**config.mk**
```make
export PLATFORM = sky130hd
export DESIGN_NAME = control_multiciclo
export DESIGN_NICKNAME = d
export VERILOG_FILES = /design/src/rtl/control_multiciclo.sv
export SDC_FILE = /design/constraint.sdc
export NUM_CORES = 1
export LEC_CHECK = 0
export BUFFER_PORTS_ARGS = -buffer_cell sky130_fd_sc_hd__buf_2
export CAP_MARGIN = 25
export CORE_UTILIZATION = 50
export CTS_CLUSTER_DIAMETER = 100
export DETAILED_ROUTE_END_ITERATION = 8
export PLACE_DENSITY = 0.87
export SYNTH_ARGS = -nofsm -noshare
export SYNTH_HDL_FRONTEND = slang
export SYNTH_SLANG_ARGS = --single-unit
```
**constraint.sdc**
```tcl
create_clock -name clk -period 1.7 [get_ports clk]
set_input_delay 0.085 -clock clk [delete_from_list [all_inputs] [get_ports clk]]
set_output_delay 0.085 -clock clk [all_outputs]
set_load 0.01 [all_outputs]
```
**src/rtl/control_multiciclo.sv**
```systemverilog
// Control FSM for the multicycle RV32I datapath: sequences fetch/decode/execute/writeback,
// handshakes memory through mem_ready with a bounded wait, and traps illegal opcodes.
module control_multiciclo #(
    parameter int TIMEOUT = 255,
    parameter int CNT_W   = 8
) (
    input  logic       clk,
    input  logic       rst,
    input  logic [6:0] opcode,
    input  logic [2:0] funct3,
    input  logic       funct7_5,
    input  logic       zero,
    input  logic       mem_ready,
    output logic       pc_write,
    output logic       ir_write,
    output logic       adr_src,
    output logic       mem_read,
    output logic       mem_write,
    output logic       reg_write,
    output logic [2:0] imm_sel,
    output logic [1:0] alu_src_a,
    output logic [1:0] alu_src_b,
    output logic [1:0] alu_op,
    output logic [1:0] result_src,
    output logic       illegal,
    output logic       timeout,
    output logic [3:0] estado
);

    typedef enum logic [3:0] {
        FETCH    = 4'd0,
        DECODE   = 4'd1,
        MEMADR   = 4'd2,
        MEMREAD  = 4'd3,
        MEMWB    = 4'd4,
        MEMWRITE = 4'd5,
        EXECR    = 4'd6,
        EXECI    = 4'd7,
        ALUWB    = 4'd8,
        BRANCH   = 4'd9,
        JAL      = 4'd10,
        LUI      = 4'd11,
        ERROR    = 4'd15
    } state_t;

    localparam logic [6:0] OP_LOAD   = 7'b0000011;
    localparam logic [6:0] OP_STORE  = 7'b0100011;
    localparam logic [6:0] OP_R      = 7'b0110011;
    localparam logic [6:0] OP_I      = 7'b0010011;
    localparam logic [6:0] OP_BRANCH = 7'b1100011;
    localparam logic [6:0] OP_JAL    = 7'b1101111;
    localparam logic [6:0] OP_LUI    = 7'b0110111;

    localparam logic [2:0] IMM_I = 3'd0;
    localparam logic [2:0] IMM_S = 3'd1;
    localparam logic [2:0] IMM_B = 3'd2;
    localparam logic [2:0] IMM_U = 3'd3;
    localparam logic [2:0] IMM_J = 3'd4;

    // The TIMEOUT-th consecutive wait cycle without mem_ready is the one that traps.
    localparam logic [CNT_W-1:0] CNT_LAST = CNT_W'(TIMEOUT - 1);

    state_t           state, state_next;
    logic [CNT_W-1:0] cnt, cnt_next;
    logic [2:0]       imm_q, imm_next;
    logic             illegal_q, timeout_q;
    logic             set_illegal, set_timeout, waiting;
    logic             unused_funct7_5;

    // funct7_5 is decoded by the ALU control downstream when alu_op = 2.
    assign unused_funct7_5 = funct7_5;

    // NOTE: state registers use non-blocking assignments so every flop samples pre-edge values.
    always_ff @(posedge clk or posedge rst) begin
        if (rst) begin
            state     <= FETCH;
            cnt       <= '0;
            imm_q     <= IMM_I;
            illegal_q <= 1'b0;
            timeout_q <= 1'b0;
        end else begin
            state     <= state_next;
            cnt       <= cnt_next;
            imm_q     <= imm_next;
            illegal_q <= illegal_q | set_illegal;
            timeout_q <= timeout_q | set_timeout;
        end
    end

    // NOTE: every output is given a default before the case so no path infers a latch.
    always_comb begin
        state_next  = state;
        cnt_next    = '0;
        imm_next    = imm_q;
        set_illegal = 1'b0;
        set_timeout = 1'b0;
        waiting     = 1'b0;
        pc_write    = 1'b0;
        ir_write    = 1'b0;
        adr_src     = 1'b0;
        mem_read    = 1'b0;
        mem_write   = 1'b0;
        reg_write   = 1'b0;
        alu_src_a   = 2'd0;
        alu_src_b   = 2'd0;
        alu_op      = 2'd0;
        result_src  = 2'd0;

        case (state)
            FETCH: begin
                mem_read   = 1'b1;
                alu_src_b  = 2'd2;
                result_src = 2'd2;
                if (mem_ready) begin
                    pc_write   = 1'b1;
                    ir_write   = 1'b1;
                    state_next = DECODE;
                end else begin
                    waiting = 1'b1;
                end
            end
            DECODE: begin
                alu_src_a = 2'd1;
                alu_src_b = 2'd1;
                imm_next  = (opcode == OP_JAL) ? IMM_J : IMM_B;
                case (opcode)
                    OP_LOAD, OP_STORE: state_next = MEMADR;
                    OP_R:              state_next = EXECR;
                    OP_I:              state_next = EXECI;
                    OP_BRANCH:         state_next = BRANCH;
                    OP_JAL:            state_next = JAL;
                    OP_LUI:            state_next = LUI;
                    default: begin
                        state_next  = ERROR;
                        set_illegal = 1'b1;
                    end
                endcase
            end
            MEMADR: begin
                alu_src_a  = 2'd2;
                alu_src_b  = 2'd1;
                imm_next   = (opcode == OP_LOAD) ? IMM_I : IMM_S;
                state_next = (opcode == OP_LOAD) ? MEMREAD : MEMWRITE;
            end
            MEMREAD: begin
                mem_read = 1'b1;
                adr_src  = 1'b1;
                if (mem_ready) state_next = MEMWB;
                else           waiting    = 1'b1;
            end
            MEMWB: begin
                result_src = 2'd1;
                reg_write  = 1'b1;
                state_next = FETCH;
            end
            MEMWRITE: begin
                mem_write = 1'b1;
                adr_src   = 1'b1;
                if (mem_ready) state_next = FETCH;
                else           waiting    = 1'b1;
            end
            EXECR: begin
                alu_src_a  = 2'd2;
                alu_op     = 2'd2;
                state_next = ALUWB;
            end
            EXECI: begin
                alu_src_a  = 2'd2;
                alu_src_b  = 2'd1;
                imm_next   = IMM_I;
                alu_op     = 2'd2;
                state_next = ALUWB;
            end
            ALUWB: begin
                reg_write  = 1'b1;
                state_next = FETCH;
            end
            BRANCH: begin
                alu_src_a = 2'd2;
                alu_op    = 2'd1;
                case (funct3)
                    3'b000: begin
                        pc_write   = zero;
                        state_next = FETCH;
                    end
                    3'b001: begin
                        pc_write   = ~zero;
                        state_next = FETCH;
                    end
                    default: begin
                        state_next  = ERROR;
                        set_illegal = 1'b1;
                    end
                endcase
            end
            JAL: begin
                alu_src_a  = 2'd1;
                alu_src_b  = 2'd2;
                pc_write   = 1'b1;
                state_next = ALUWB;
            end
            LUI: begin
                alu_src_a  = 2'd3;
                alu_src_b  = 2'd1;
                imm_next   = IMM_U;
                state_next = ALUWB;
            end
            ERROR: ;
            default: state_next = ERROR;
        endcase

        if (waiting) begin
            if (cnt == CNT_LAST) begin
                state_next  = ERROR;
                set_timeout = 1'b1;
            end else begin
                cnt_next = cnt + 1'b1;
            end
        end

        // Reset masks the Mealy strobes immediately, before the state register settles.
        if (rst) begin
            pc_write   = 1'b0;
            ir_write   = 1'b0;
            adr_src    = 1'b0;
            mem_read   = 1'b0;
            mem_write  = 1'b0;
            reg_write  = 1'b0;
            alu_src_a  = 2'd0;
            alu_src_b  = 2'd0;
            alu_op     = 2'd0;
            result_src = 2'd0;
        end
    end

    assign imm_sel = rst ? IMM_I : imm_next;
    assign illegal = illegal_q;
    assign timeout = timeout_q;
    assign estado  = state;

endmodule

```
==> results of run 1 <==
kinds of logic (layout without fill, tap and decap cells):
kind of cell / after synthesis / in the layout / synth area share
compound gates: 35 / 35 / 0.190
xor+xnor: 10 / 10 / 0.0677
fa+ha+maj: 2 / 2 / 0.0193
buf+inv: 16 / 77 / 0.0580
flops: 17 / 17 / 0.329
simple gates: 71 / 71 / 0.337
cell usage in the layout, fill, tap and decap left out, types with 3 or more instances in the layout:
master	instances
nor2_2	3
o21ai_1	4
nand3_1	5
xor2_1	7
buf_2	36
buf_6	6
or3_1	3
nand2_1	5
a21oi_1	6
dfrtp_2	4
o21ai_0	4
clkbuf_4	3
buf_4	24
nor3_2	4
inv_1	6
nor4_1	4
dfrtp_1	13
nor2_1	15
sequential cells by signal, summed over array words and instances (netlist names):
register / flops
cnt: 8
imm_q: 3
timeout: 1
illegal: 1
estado: 4
power breakdown:
part,switching [uW],internal [uW],total (uW)
combinational,1100,1100,2200
clock,135,87.5,222
sequential,166,507,673
per-stage QoR:
step / instances / TNS (ns)
floorplan: 151 / 0
global placement: 221 / 0
detailed placement: 221 / -0.0575
CTS: 236 / -0.825
global route: 242 / -2.29
finish: 242 / -1.11
tightest hold or removal path: cells and delay by family:
family / cells / cell delay [ns]
compound gates: 1 / 0.24
buf+inv: 1 / 0.08
simple gates: 1 / 0.06
worst paths after layout:
| kind | start | endpoint | slack (ns) | depth (start not counted) |
|---|---|---|---|---|
| setup / recovery | estado[0] | imm_sel[0] | -0.23 | 6 |
| hold / removal | funct3[1] | illegal | 0.21 | 3 |
| setup reg to reg | estado[0] | estado[0] | -0.03 | 5 |
| hold reg to reg | illegal | illegal | 0.50 | 2 |
| max in group asynchronous | rst | estado[0] | 0.98 | 4 |
| min in group asynchronous | rst | cnt[1] | 0.52 | 4 |
layer usage:
metal | GRT usage | wire length (um) | vias up
met3 | 0.0316 | 207 | 11
met5 | 0 | 0 | -
met1 | 0.324 | 1620 | 710
li1 | - | - | 674
met4 | 0.118 | 71 | 0
met2 | 0.513 | 1970 | 63
repair_timing:
| action | 4_1_cts | 5_1_grt |
|---|---|---|
| gates resized for setup | 16 | 18 |
| endpoints found under the hold margin | 17 | 0 |
| endpoints found under the setup margin | 16 | 24 |
| buffers inserted | 10 | 6 |
| pin swaps | 4 | 4 |
| hold buffers | 1 | 0 |
cell type report:
class,instances,area (um2)
clock buffer,3,22.5
clock inverter,1,5.00
fill,166,597
inverter,6,22.5
multi-input combinational,118,902
sequential,17,430
tap,30,37.5
timing repair buffer,67,438
==> impl_metrics.csv, run 1 <==
group,metric,value,unit
status,status,"finished, violations left",
status,violations,"negative setup slack",
finish,fin_area,0.00186,mm2
clock_network,path_clk_slew,0.11,ns
die,boundaryPins,38,
finish,areaGrowthSynthToFinish,43.6,%
critical_path,worstPathRequired,1.62,ns
routing,ant_nets,0,
routing,post_drt_wl_per_cell,16.0,um
clock_network,cts_max_path_buffers,2,
yosys,synth_warnings,0,
worst_hold_path,worstHoldPathType,"input pin to flop",
sta,layout_setup_ws,-0.229,ns
sta,period_minus_slack,1.93,ns
finish,layout-drive-gt1-share,0.472,
yosys,ys_top_cells_by_count,"19 x nor2_1, 17 x dfrtp_1, 8 x xor2_1",
die,dieWidth,52.9,um
die,core_region_area,0.00245,mm2
die,die-area,0.00279,mm2
yosys,yosys.cell_count.top_type,"nor2_1",
sta,hold_viol,0,
placement,placed_cell_area,0.00156,mm2
sta,worst_pin_slew,0.346,ns
critical_path,cp_num_buf_inv,2,
routing,vias,1458,
placement,place.gp.congestion,0.813,
yosys,syn_area_per_cell,8.57,um2
clock_network,cts_tree,"yes",
global_routing,grt_pass1_vias,1337,
yosys,yosys.area.top_type,"dfrtp_1",
yosys,yosys.cell_types.count,49,
global_routing,grt_pass1_wl,5750,um
clock_network,htreeDepth,1,
yosys,synthesis.area,0.00129,mm2
yosys,synth_edf_count,0,
sta,max_freq,518,MHz
routing,viasPerCell,6.02,
critical_path,endpoint_kind,"output port",
global_routing,antenna_found_initial,0,
critical_path,cpLargestDelayFamily,"compound AO/OA/AOI/OAI gates",
sta,setup_violations,10,
die,floorplan.initialDensity,0.527,
finish,final_util,0.757,
critical_path,crit_slowest_cell,"dfrtp_2",
global_routing,grt_usage,0.280,
yosys,ys_seq_area_frac,0.329,
clock_network,cts_root_buf,"clkbuf_4",
critical_path,cp_slowest_stage_delay,0.50,ns
flow_run,maxCapViolations,0,
clock_network,clk_latency,0.29,ns
placement,dp_hpwl,2500,um
yosys,synthCells,151,
yosys,syn_nets,168,
sta,slew_viol_final,0,
yosys,synth_area_leaders,"dfrtp_1 33%, nor2_1 5.5%, xor2_1 5.4%",
sta,maxSlewHeadroom,0.768,
power,power.total,3090,uW
power,power.density,1660,mW/mm2
die,die_y,52.9,um
placement,port_buffers,36,
yosys,ys.flop_type,"dfrtp_1",
power,peakVddDrop,1.22,mV
clock_network,cts_sinks,17,
sta,hold_ws,0.206,ns
critical_path,critical_path.max_fanout,9,
routing,drt_iter0_markers,36,
yosys,synth_top_area_frac,0.329,
sta,grt_setup_unrepaired,"yes",
global_routing,grt_max_degree,18,
sta,post-route-period-util,1.13,
routing,finalWirelength,3870,um
sta,skew,0.00320,ns
yosys,ys_ff_latch,17,
global_routing,grt-ovfl-total,0,
clock_network,numCtsBuffers,3,
routing,drc,0,
critical_path,crit_arrival,1.84,ns
finish,finalNetCount,230,
routing,first_pass_iters,4,
yosys,async_flop_share,1.00,
finish,antenna_cells,0,
power,p_leak,0.000875,uW
critical_path,path_class,"flop to output port",
critical_path,path_cells,"buf_4 -> xor2_1 -> o21ai_0 -> a211oi_2 -> a211oi_1 -> buf_2",
placement,place_worst_setup_slack,-0.0427,ns
critical_path,crit_path_start_kind,"flop",
die,rows,18,
Note: power is estimated with default switching activity, not from simulation.
==> run 2, diff against run 1 <==
GPL_TIMING_DRIVEN = 0   (was unset)
MAX_ROUTING_LAYER = met4   (was unset)
==> run 2 against run 1 <==
  * The flow still finishes with violations (negative setup slack)
  * Critical path depth is 1 higher
  * Sequential power fell by 12%
  * Register-to-register slack better by 0.03 ns
  * Fmax down 2.0%
  * Die area unchanged
  * Flip-flop and latch count is the same
  * Highest routed layer unchanged
  * Largest power group unchanged
  * Clock-buffer cell count did not move
  * Clock skew shrank 0.0022 ns
  * Worst setup slack worse by 0.039 ns
  * Utilization grew 3.1 points
  * Sequential share of layout area is 1.1 points lower
==> impl_metrics.csv, run 2 (synthesis results as in run 1) <==
group,metric,value,unit
sta,worst_pin_slew,0.797,ns
global_routing,grt_max_degree,18,
finish,final_common_cell,"buf_2",
placement,port_buffers,35,
flow_run,maxCapViolations,0,
routing,finalWirelength,4810,um
critical_path,crit_path_start_kind,"flop",
clock_network,numCtsBuffers,3,
global_routing,antenna_found_initial,0,
finish,top_register,"cnt",
finish,layout-drive-gt1-share,0.464,
clock_network,cts_root_buf,"clkbuf_4",
routing,vias,1544,
status,violations,"negative setup slack",
power,peakVddDrop,1.30,mV
finish,final_cell_mix,"38 x buf_2, 16 x dfrtp_1, 15 x nor2_1, 14 x buf_4, 7 x buf_6",
placement,dp.cells,216,
critical_path,path_class,"flop to output port",
critical_path,ff2ff_path_depth,7,
worst_hold_path,min_to,"estado[2]",
clock_network,cts_tree,"yes",
die,boundaryPins,38,
worst_hold_path,worstHoldPathType,"input pin to flop",
finish,areaGrowthSynthToFinish,49.4,%
power,power.density,1830,mW/mm2
clock_network,cts_max_path_buffers,2,
sta,layout_setup_ws,-0.268,ns
worst_hold_path,min_path_cells,3,
sta,maxSlewHeadroom,0.467,
die,dieWidth,52.9,um
finish,largest_reg_flops,8,
routing,ant_nets,0,
sta,grt_setup_unrepaired,"yes",
clock_network,clk_latency,0.29,ns
placement,place_worst_setup_slack,-0.0395,ns
die,core_region_area,0.00245,mm2
routing,drc,0,
sta,hold_ws,0.241,ns
routing,post_drt_wl_per_cell,20.1,um
critical_path,critical_path.max_fanout,5,
routing,first_pass_iters,5,
global_routing,grt_pass1_wl,5950,um
routing,drt_iter0_markers,83,
finish,antenna_cells,0,
worst_hold_path,hp-start,"opcode[4]",
sta,period_minus_slack,1.97,ns
critical_path,endpoint_kind,"output port",
critical_path,rr_endpoint,"cnt[7]",
clock_network,path_clk_slew,0.10,ns
critical_path,r2r_start,"estado[3]",
clock_network,htreeDepth,1,
sta,hold_viol,0,
power,p_leak,0.000884,uW
placement,dp_hpwl,2440,um
critical_path,crit_arrival,1.88,ns
sta,post-route-period-util,1.16,
status,status,"finished, violations left",
sta,max_freq,508,MHz
finish,fill_cells,125,
sta,setup_violations,8,
clock_network,cts_sinks,17,
sta,fin_tns_setup,-1.23,ns
die,die_y,52.9,um
finish,final_cells,239,
critical_path,reg2reg_slack,0,ns
die,die-area,0.00279,mm2
finish,finalNetCount,227,
global_routing,grt_usage,0.309,
sta,slew_viol_final,0,
critical_path,worstPathRequired,1.62,ns
placement,place.gp.congestion,0.894,
sta,skew,0.000960,ns
routing,viasPerCell,6.46,
die,floorplan.initialDensity,0.527,
global_routing,grt_pass1_vias,1371,
global_routing,grt-ovfl-total,0,
die,rows,18,
[run 2: worst max-delay path by stage]
stage / startpoint / endpoint / slack (ns)
CTS: estado[0] / imm_sel[0] / -0.18
detailed placement: estado[2] / estado[2] / -0.04
global placement: estado[2] / estado[2] / -0.02
finish: estado[2] / imm_sel[0] / -0.27
floorplan: estado[2] / ir_write / 0.14
global route: estado[3] / imm_sel[0] / -0.35
[run 2: critical path, stage by stage, from the launching register on]
cell	delay, ns
dfrtp_1	0.43
buf_6	0.16
buf_12	0.13
xor2_4	0.18
o21ai_2	0.19
a211oi_2	0.12
a211oi_2	0.22
buf_2	0.16
[run 2: layout make-up]
type                       instances  area [um2]  area share
multi-input combinational        118         976       0.505
sequential                        17         427       0.221
timing repair buffer              54         350       0.181
buffer                            10        92.6      0.0479
tap                               30        37.5      0.0194
clock buffer                       3        22.5      0.0117
inverter                           6        22.5      0.0117
clock inverter                     1        5.00     0.00259
[run 2: where the power goes]
part           total (uW)  switching, uW  leakage (uW)  internal, uW
Clock                 219            132     0.0000177          87.3
Combinational        2740           1460      0.000650          1270
Sequential            589           88.9      0.000217           501
[run 2: through the flow]
step | utilization | instance area (um2) | power (uW)
5_1_grt | 0.787 | 1930 | 3710
4_1_cts | 0.699 | 1720 | 2710
2_1_floorplan | - | 1290 | 1640
6_report | 0.787 | 1930 | 3540
3_3_place_gp | 0.614 | 1510 | 2000
3_5_place_dp | 0.614 | 1510 | 2050
[run 2: timing repair]
item | CTS | global route
cloned | 1 | 1
hold endpoints to repair | 17 | 0
resized for setup | 25 | 29
hold buffers | 1 | 0
setup endpoints to repair | 15 | 25
buffers inserted | 9 | 7
pin swaps | 5 | 13
[run 2: metal layers]
layer,wire (um),vias up,track usage
met1,1770,725,0.333
li1,-,668,-
met4,261,0,0.206
met5,0,-,-
met3,426,28,0.0575
met2,2360,123,0.517
